==> src/rtl/cport_sched.sv <==
// cport_sched: arbitrates the Cport register bus between host pass-through and a polled
// 16-bit rx/tx word stream. Optional tx drop timeout enabled by `define CPORT_SCHED_TIMEOUT_EN.
module cport_sched #(
  parameter int unsigned POLL_DIV  = 16,
  parameter logic [3:0]  DATA_ADDR = 4'h0,
  parameter logic [3:0]  STAT_ADDR = 4'h1,
  parameter int unsigned RX_BIT    = 0,
  parameter int unsigned TX_BIT    = 1,
  parameter int unsigned TIMEOUT   = 255
) (
  input  logic        Clk,
  input  logic        Reset,
  input  logic [3:0]  HAddr,
  input  logic [15:0] HDataWr,
  output logic [15:0] HDataRd,
  input  logic        HEn,
  input  logic        HRd,
  input  logic        HWr,
  output logic        HWait,
  output logic [15:0] RxData,
  output logic        RxValid,
  input  logic        RxReady,
  input  logic [15:0] TxData,
  input  logic        TxValid,
  output logic        TxReady,
  output logic        TxErr,
  output logic [3:0]  Addr,
  output logic [15:0] DataWr,
  input  logic [15:0] DataRd,
  output logic        En,
  output logic        Rd,
  output logic        Wr
);

  localparam int unsigned CW = $clog2(POLL_DIV);

  typedef enum logic [1:0] {IDLE, POLL, RXRD, TXWR} state_t;

  state_t        r_state;
  logic [CW-1:0] r_cnt;
  logic          r_last_rx;
  logic [15:0]   r_rx_data;
  logic          r_rx_valid;
  logic          w_grant;
  logic          w_rx_ok;
  logic          w_tx_ok;
  logic          w_poll_go;

  assign w_grant   = (r_state == IDLE) && HEn;
  assign w_rx_ok   = DataRd[RX_BIT] && !r_rx_valid;
  assign w_tx_ok   = DataRd[TX_BIT] && TxValid;
  assign w_poll_go = (r_cnt == '0) && !HEn && (!r_rx_valid || TxValid);

  assign HDataRd = DataRd;
  assign HWait   = HEn && (r_state != IDLE);
  assign RxData  = r_rx_data;
  assign RxValid = r_rx_valid;

  // Scheduler FSM, poll divider and rx holding slot
  always_ff @(posedge Clk or posedge Reset) begin
    if (Reset) begin
      r_state    <= IDLE;
      r_cnt      <= CW'(POLL_DIV - 1);
      r_last_rx  <= 1'b0;
      r_rx_data  <= '0;
      r_rx_valid <= 1'b0;
    end else begin
      if (r_state == RXRD) begin
        r_rx_valid <= 1'b1;
        r_rx_data  <= DataRd;
      end else if (r_rx_valid && RxReady) begin
        r_rx_valid <= 1'b0;
      end
      case (r_state)
        IDLE: begin
          if (w_poll_go) r_state <= POLL;
          else if (r_cnt != '0) r_cnt <= r_cnt - CW'(1);
        end
        POLL: begin
          // when both are ready, alternate away from the last service
          if (w_rx_ok && (!w_tx_ok || !r_last_rx)) begin
            r_state <= RXRD;
          end else if (w_tx_ok) begin
            r_state <= TXWR;
          end else begin
            r_state <= IDLE;
            r_cnt   <= CW'(POLL_DIV - 1);
          end
        end
        RXRD: begin
          r_last_rx <= 1'b1;
          r_state   <= IDLE;
        end
        TXWR: begin
          r_last_rx <= 1'b0;
          r_state   <= IDLE;
        end
      endcase
    end
  end

  // Cport bus mux: host pass-through when granted, else scheduler cycle
  always_comb begin
    Addr   = '0;
    DataWr = '0;
    En     = 1'b0;
    Rd     = 1'b0;
    Wr     = 1'b0;
    if (w_grant) begin
      Addr   = HAddr;
      DataWr = HDataWr;
      En     = HEn;
      Rd     = HRd;
      Wr     = HWr;
    end else begin
      case (r_state)
        POLL: begin
          Addr = STAT_ADDR;
          En   = 1'b1;
          Rd   = 1'b1;
        end
        RXRD: begin
          Addr = DATA_ADDR;
          En   = 1'b1;
          Rd   = 1'b1;
        end
        TXWR: begin
          Addr   = DATA_ADDR;
          DataWr = TxData;
          En     = 1'b1;
          Wr     = 1'b1;
        end
        default: ;
      endcase
    end
  end

`ifdef CPORT_SCHED_TIMEOUT_EN
  localparam int unsigned FW = $clog2(TIMEOUT + 1);

  logic [FW-1:0] r_fail;
  logic          r_tx_err;

  // Counts polls that found no tx space; drops the pending word on reaching TIMEOUT
  always_ff @(posedge Clk or posedge Reset) begin
    if (Reset) begin
      r_fail   <= '0;
      r_tx_err <= 1'b0;
    end else begin
      r_tx_err <= 1'b0;
      if ((r_state == TXWR) || ((r_state == POLL) && !TxValid)) begin
        r_fail <= '0;
      end else if ((r_state == POLL) && !DataRd[TX_BIT]) begin
        if (r_fail == FW'(TIMEOUT - 1)) begin
          r_fail   <= '0;
          r_tx_err <= 1'b1;
        end else begin
          r_fail <= r_fail + FW'(1);
        end
      end
    end
  end

  assign TxReady = (r_state == TXWR) || r_tx_err;
  assign TxErr   = r_tx_err;
`else
  logic w_unused_timeout;
  assign w_unused_timeout = (TIMEOUT == 0);
  assign TxReady = (r_state == TXWR);
  assign TxErr   = 1'b0;
`endif

endmodule

==> config.mk <==
export PLATFORM = sky130hd
export DESIGN_NAME = cport_sched
export DESIGN_NICKNAME = d
export VERILOG_FILES = /design/src/rtl/cport_sched.sv
export SDC_FILE = /design/constraint.sdc
export NUM_CORES = 1
export LEC_CHECK = 0
export CORE_UTILIZATION = 34
export DETAILED_ROUTE_END_ITERATION = 10
export PLACE_DENSITY = 0.83
export SYNTH_ARGS = -nofsm -noshare
export SYNTH_HDL_FRONTEND = slang
export SYNTH_SLANG_ARGS = --single-unit
==> constraint.sdc <==
create_clock -name Clk -period 2.05 [get_ports Clk]
set_clock_uncertainty 0.2 [all_clocks]
set_input_delay 0.5125 -clock Clk [delete_from_list [all_inputs] [get_ports Clk]]
set_output_delay 0.5125 -clock Clk [all_outputs]
set_load 0.005 [all_outputs]
Word-level counts from Yosys, hierarchy flattened
Cells that the tools add are included.

Bits in registers: 24. Bits in latches: 0. Memory bits (writable): 0. Bits in read-only memories: 0. Input bits: 59. Output and inout bits: 59. Logic and storage cells: 61. Memories: 0.

Add/sub/neg operators: 1. Multipliers: 0. Div/mod/pow operators: 0. Magnitude comparators: 0. Eq/ne operators: 8. Shift operators: 0. Muxes and demuxes: 22. Bitwise operators: 0. Reduce and logical (&&, ||, !) cells: 25.

Operators by type and width (count): 16-bit two-way mux (2); 4-bit two-way mux (5); 1-bit two-way mux (9); 1-bit logical AND (8); 2-bit inequality test, second input constant (4); 4-bit one-hot mux with 2 select lines (1); 2-bit nonzero test (4); 2-bit two-way mux (3); 2-bit one-hot mux with 3 select lines (1); 5-bit AND reduction (1); 2-bit == test, second input constant (2); 1-bit zero test (4); 4-bit zero test (1); 4-bit nonzero test (1); 2-bit OR reduction (2); 4-bit by 1-bit subtractor with 4-bit output, second input constant (1); 3-bit OR reduction (1); 2-bit by 1-bit == test with 1-bit output, second input constant (1); 2-bit zero test (1); 1-bit logical OR (2); 2-bit by 1-bit inequality test with 1-bit output, second input constant (1); 1-bit one-hot mux with 2 select lines (1).

Longest topological paths before layout
Gate-level depths: netlist of the first run.

Word-level depth: 6. Mapped depth: 7. Gate-level depth less buffers: 6.

Worst setup path before layout of the first run
Ideal clock, no wire load.

Path type: register -> output. From: register r_state[0]. To: output Addr[0]. Arrival: 1.291 ns. Data required time: 1.337 ns. Path slack: 0.046 ns. Cell stages (with the launch flop): 6. Buffers on the path: 1. Cells stage by stage: dfrtp_1 > inv_1 > ha_1 > and2_1 > buf_2 > mux2_2.

Cells in the longest elaborated chain, start to end: 3. Elaborated cells between the ends (all ways): 5.

RTL lines: from (decl) (line 39) `state_t r_state;`; from (signal assigned) (line 62) `r_state <= IDLE;`; from (signal assigned) (line 76) `if (w_poll_go) r_state <= POLL;`; from (signal assigned) (line 82) `r_state <= RXRD;`; 2-bit by 1-bit == test with 1-bit output / 2-bit zero test (equally long branches) (line 116, 49); 1-bit two-way mux / 1-bit logical AND (equally long branches) (line 116, 49); 4-bit two-way mux (*) (line 109) `if (w_grant) begin`; to (decl) (line 27) `output logic [3:0] Addr,`.

Mark *: on every way between the ends. The rest lies on a longest branch, timed or not.

Worst setup path after layout of the first run
From: register r_state[1]. To: output Rd.

Cells in the longest elaborated chain, start to end: 4. Elaborated cells between the ends (all ways): 7.

RTL lines: 2-bit == test / 2-bit by 1-bit == test with 1-bit output (equally long branches) (line 116) `case (r_state)`; 2-bit OR reduction (no source line); 1-bit two-way mux (line 116); 1-bit two-way mux (*) (line 109); to (decl) (line 31) `output logic Rd,`.

Marked as above.

==> results.toml, run 1 <==
[worst_setup_path]
crit_family = "flip-flops"
critical_path_buf_inv_count = 3
path_cells = "inv_2, ha_4, and2_4, buf_6, mux2_4, buf_6"
crit_path_max_fanout = 4
cp.arrival_ns = 1.60
cp.required_ns = 1.34
criticalPathCategory = "register to output port"
r2r_cells = 6
r2r_slack_ns = 0.29
cpPeakStageDelay_ns = 0.40
reg2reg_from = "r_cnt[0]"
slowest_stage = "dfrtp_1"
end_kind = "output port"
crit_path_frequent_cell = "buf_6"
reg2reg_to = "r_state[1]"
startpoint_type = "register"

[synth]
async_reset_ff_share_pct = 100
synth_cell_types = 32
synth_area_leaders = "dfrtp_1 31%, mux2_2 14%, buf_4 9.4%"
avgSynthCellArea_um2 = 9.30
yosysWarnings = 0
synth_nets = 237
synth.most_common_cell = "nand2_1"
yosys_most_used_dff = "dfrtp_1"
synthCells = 171
synth.yosys.seq_area_share_pct = 38.1
synth_top_area_share_pct = 31.5
synth_area_um2 = 1590
synth_top_cell_by_area = "dfrtp_1"
synth_edf_count = 0
synthTopCellsByCount = "35 x nand2_1, 20 x buf_4, 20 x dfrtp_1, 20 x mux2_2, 11 x o21ai_0"
ys_ff_latch = 24

[hold_path]
min_from = "r_last_rx"
min_path_type = "register to register"
holdPathEnd = "r_last_rx"
hold_depth = 2

[placed_design]
port_buffers = 116
dp_slack_ns = -0.819
place_area_um2 = 2770
dp_hpwl_mm = 3.29
gp_congestion = 0.765
dp.cells = 327

[layout]
final_util_pct = 68.0
final_cells = 339
diodes = 0
area_growth_pct = 88.8
layout-drive-gt1-share_pct = 39.0
design_area_um2 = 3000
n_fill_cell = 368
final_nets = 354

[power]
vdd.ir_drop.worst_mv = 0.639
power_density_nw_per_um2 = 1230
power_mw = 3.70
p_leak_nw = 1.38

[clock_network]
clock-sinks = 24
clk_latency_ns = 0.26
cts_max_level = 1
ctsLongestPathBuffers = 2
tritoncts = "done"
clockRootBuffer = "clkbuf_8"
postCtsHoldBufs = 0
cts_buffers = 3
clk_pin_slew_ns = 0.09

[sta]
tns_ns = -4.21
hold_viol_final = 0
setup_viol = 21
rsz0062_at_grt = "yes"
fin_crit_ns = 2.31
max_freq_ghz = 0.432
min_period_over_period_pct = 113
worst_slack_ns = -0.265
slew_viol_final = 0
fin_hold_ws_ns = 0.292

[drt]
drtIter0Drc = 57
wire_per_inst_um = 14.2
wl_met1_mm = 1.85
firstDrtPassIters = 4
vias = 1600
via_per_inst = 4.72
drt-total-wl_mm = 4.80
dr_wl_met2_mm = 2.66
postRouteAntennaNets = 0
routed-wl-met3_um = 271
drc_errors = 0
top_layer = "met4"

[die]
die_h_um = 70.4
initial_core_util_pct = 36.0
core_um2 = 4410
placementRows = 24
die-width_um = 70.4
io_pins = 118
die-area_um2 = 4950

[global_route]
grt_usage_pct = 19.9
grt_pass1_wl_mm = 8.00
globalRouteOverflowTotal = 0
antenna_found_initial = 0
grt_pass1_vias = 1722
grt_start_max_net_pins = 25

[outcome]
outcome = "finished with violations"
violations = "negative setup slack"

[job]
timing.max_cap.violations = 0
## final cells by class
cell class	instances	area, um^2	share of cell area (%)
Sequential cell	24	606	20.2
Multi-Input combinational cell	112	901	30.0
Timing Repair Buffer	139	1330	44.3
Clock buffer	3	41.3	1.38
Clock inverter	1	30.0	1.00
Inverter	8	30.0	1.00
Tap cell	52	65.1	2.17
## worst max path at each step
stage	end	cells after the start	startpoint	slack [ns]
4_1_cts	Rd	6	r_state[1]	-0.26
3_3_place_gp	DataWr[9]	6	HEn	-0.77
3_5_place_dp	DataWr[8]	6	HEn	-0.82
6_report	Rd	6	r_state[1]	-0.26
2_1_floorplan	Addr[0]	5	r_state[0]	0.05
5_1_grt	Rd	6	r_state[1]	-0.33
## cell families (layout without fill, tap and decap cells)
| group | after synthesis | count (layout) | share of synthesized area (%) |
|---|---|---|---|
| buffers and inverters | 35 | 151 | 13.5 |
| and+or+nand+nor | 58 | 58 | 17.9 |
| adders and majority gates | 7 | 7 | 5.51 |
| other | 1 | 1 | 0.236 |
| muxes | 21 | 21 | 14.8 |
| DFF | 24 | 24 | 38.1 |
| AOI/OAI and AO/OA | 25 | 25 | 9.91 |
## per-layer routing
layer | track usage (%) | up-vias
li1 | - | 782
met1 | 24.0 | 754
met2 | 37.1 | 60
met3 | 3.32 | 4
met4 | 3.33 | 0
met5 | 0 | -
## sequential cells by signal, indices dropped and copies added (netlist names)
signal,cells
RxData,16
r_cnt,4
r_state,2
RxValid,1
r_last_rx,1
## where the power goes
part           internal (mW)  total, mW  leakage [nW]  switching [mW]
clock network          0.261      0.408        0.0357           0.147
logic                   1.46       2.42          1.06           0.962
registers              0.732      0.865         0.283           0.133
total                   2.45       3.70          1.38            1.24
## worst min-delay path: stages (launching register included)
cell and delay, ns:
dfrtp_1 0.34, nor2_1 0.04, nor2_1 0.07
## placed cells by master, fill, tap and decap left out, types with 2 or more instances in the layout
cell type and count:
a21oi_1 4, o21ai_2 14, nand2_1 25, o21ai_1 2
buf_12 5, mux2_4 3, inv_1 6, ha_1 5
and2_4 2, mux2_2 17, inv_2 2, nand2_2 8
buf_16 2, buf_6 7, ha_4 2, buf_4 13
nor2_1 4, nand3_1 2, nand2b_1 3, nor2b_1 2
dfstp_2 4, clkbuf_2 3, dlygate4sd2_1 18, nor3_1 2
nand2_4 2, dfrtp_1 20, buf_2 17, clkdlybuf4s50_1 74
clkbuf_8 3, and3_1 2
## repair_timing
action / 4_1_cts / 5_1_grt
cloned: 2 / 0
pin swaps: 14 / 4
buffers inserted: 7 / 0
setup endpoints to repair: 41 / 25
resized for setup: 157 / 11
Power figures use the tool's default switching activity.
==> run 2: changes to the inputs <==
clock period = 2.25 ns   (was 2.05 ns; I/O delays follow)
==> results.toml, run 2 (same netlist as run 1, synthesis figures left out) <==
[outcome]
outcome = "finished with violations"
violations = "negative setup slack"

[clock_network]
tritoncts = "done"
clk_latency_ns = 0.26
clk_pin_slew_ns = 0.08
clockRootBuffer = "clkbuf_8"
cts_buffers = 3
ctsLongestPathBuffers = 2
clock-sinks = 24
cts_max_level = 1

[drt]
drt-total-wl_mm = 4.75
vias = 1611
wire_per_inst_um = 13.9
via_per_inst = 4.70
drtIter0Drc = 53
postRouteAntennaNets = 0
firstDrtPassIters = 4
drc_errors = 0

[hold_path]
min_path_type = "register to register"
min_from = "r_last_rx"
hold_depth = 2
holdPathEnd = "r_last_rx"

[power]
p_leak_nw = 1.40
vdd.ir_drop.worst_mv = 0.641
power_density_nw_per_um2 = 1120

[global_route]
grt_pass1_vias = 1538
globalRouteOverflowTotal = 0
grt_start_max_net_pins = 25
antenna_found_initial = 0
grt_usage_pct = 17.3
grt_pass1_wl_mm = 7.02

[layout]
diodes = 0
n_fill_cell = 337
area_growth_pct = 92.9
layout_common_cells = "74 x clkdlybuf4s50_1, 25 x nand2_1, 20 x dfrtp_1"
final_util_pct = 69.5
largest_reg_flops = 16
final_nets = 358
mostFrequentLayoutCell = "clkdlybuf4s50_1"
layout-drive-gt1-share_pct = 38.1
seq_area_um2 = 606
multi_input_area_um2 = 910

[job]
timing.max_cap.violations = 0

[sta]
fin_crit_ns = 2.35
min_period_over_period_pct = 104
hold_viol_final = 0
worst_slack_ns = -0.101
slew_viol_final = 0
max_freq_ghz = 0.425
tns_ns = -1.44
setup_viol = 19
rsz0062_at_grt = "yes"

[worst_setup_path]
reg2reg_to = "r_cnt[3]"
crit_path_max_fanout = 8
slowest_stage = "dfrtp_1"
criticalPathCategory = "register to output port"
critical_path_buf_inv_count = 4
r2r_slack_ns = 0.42
crit_family = "buffers and inverters"
reg2reg_from = "r_state[1]"
cpPeakStageDelay_ns = 0.40
end_kind = "output port"
r2r_cells = 9
cp.required_ns = 1.49
cp.arrival_ns = 1.59
crit_cells = 8
path_cells = "inv_2, ha_4, and2_4, buf_12, clkbuf_16, nand2_2, o21ai_1, buf_2"
startpoint_type = "register"

[placed_design]
dp_hpwl_mm = 3.25
port_buffers = 116
gp_congestion = 0.764

[die]
io_pins = 118
die-width_um = 70.4
core_um2 = 4410
placementRows = 24
die-area_um2 = 4950
die_h_um = 70.4
initial_core_util_pct = 36.0
[run 2: changes by cell type in the layout (fill, tap and decap cells not counted), sizes merged]
cell,change
clkdlybuf4s15,+3
clkbuf,+1
[run 2: how the worst max path moves through the flow]
| stage | startpoint | to | slack, ns |
|---|---|---|---|
| final | r_state[1] | DataWr[13] | -0.10 |
| after detailed placement | HEn | DataWr[8] | -0.73 |
| after floorplan | r_state[0] | Addr[0] | 0.20 |
| after global placement | HEn | DataWr[9] | -0.67 |
| after CTS | r_state[0] | Wr | -0.17 |
| after global routing | r_state[1] | DataWr[13] | -0.17 |
[run 2: power breakdown]
part	internal (mW)	switching (mW)
clock network	0.238	0.140
logic	1.40	0.889
registers	0.666	0.117
total	2.30	1.15
[run 2: per-stage QoR]
step | total power, mW | setup WS [ns] | instances | hold slack [ns] | area [um^2]
finish | 3.45 | -0.101 | 343 | 0.300 | 3070
detailed placement | 2.69 | -0.734 | 327 | 0.281 | 2770
global placement | 2.64 | -0.672 | 327 | 0.275 | 2770
global route | 3.68 | -0.169 | 343 | 0.335 | 3070
floorplan | 1.67 | 0.196 | 171 | 0.252 | 1590
CTS | 3.22 | -0.166 | 340 | 0.309 | 2920
[run 2: routing by layer]
layer	wire length, um	vias up	share of wire [%]	GRT usage [%]
li1	-	789	-	-
met1	1900	746	40	21.0
met2	2480	66	52	29.8
met3	275	10	5.8	4.18
met4	89	0	1.9	5.56
met5	0	-	0	0
[run 2: worst min-delay path, cell delays in order, from the launching register on]
cell	delay [ns]
dfrtp_1	0.35
nor2_1	0.04
nor2_1	0.08
[run 2: repair_timing]
item | in CTS | in global routing
hold buffers | 0 | 0
cloned | 2 | 2
resized for setup | 121 | 42
pin swaps | 2 | 12
setup buffers | 7 | 4
endpoints found under the setup margin | 41 | 22
[run 2: cell type report]
cell class	count	area share, %
clock inverter	1	0.979
inverter	8	0.979
multi-input combinational	112	29.6
timing repair buffer	143	45.2
clock buffer	3	1.35
tap	52	2.12
sequential	24	19.7
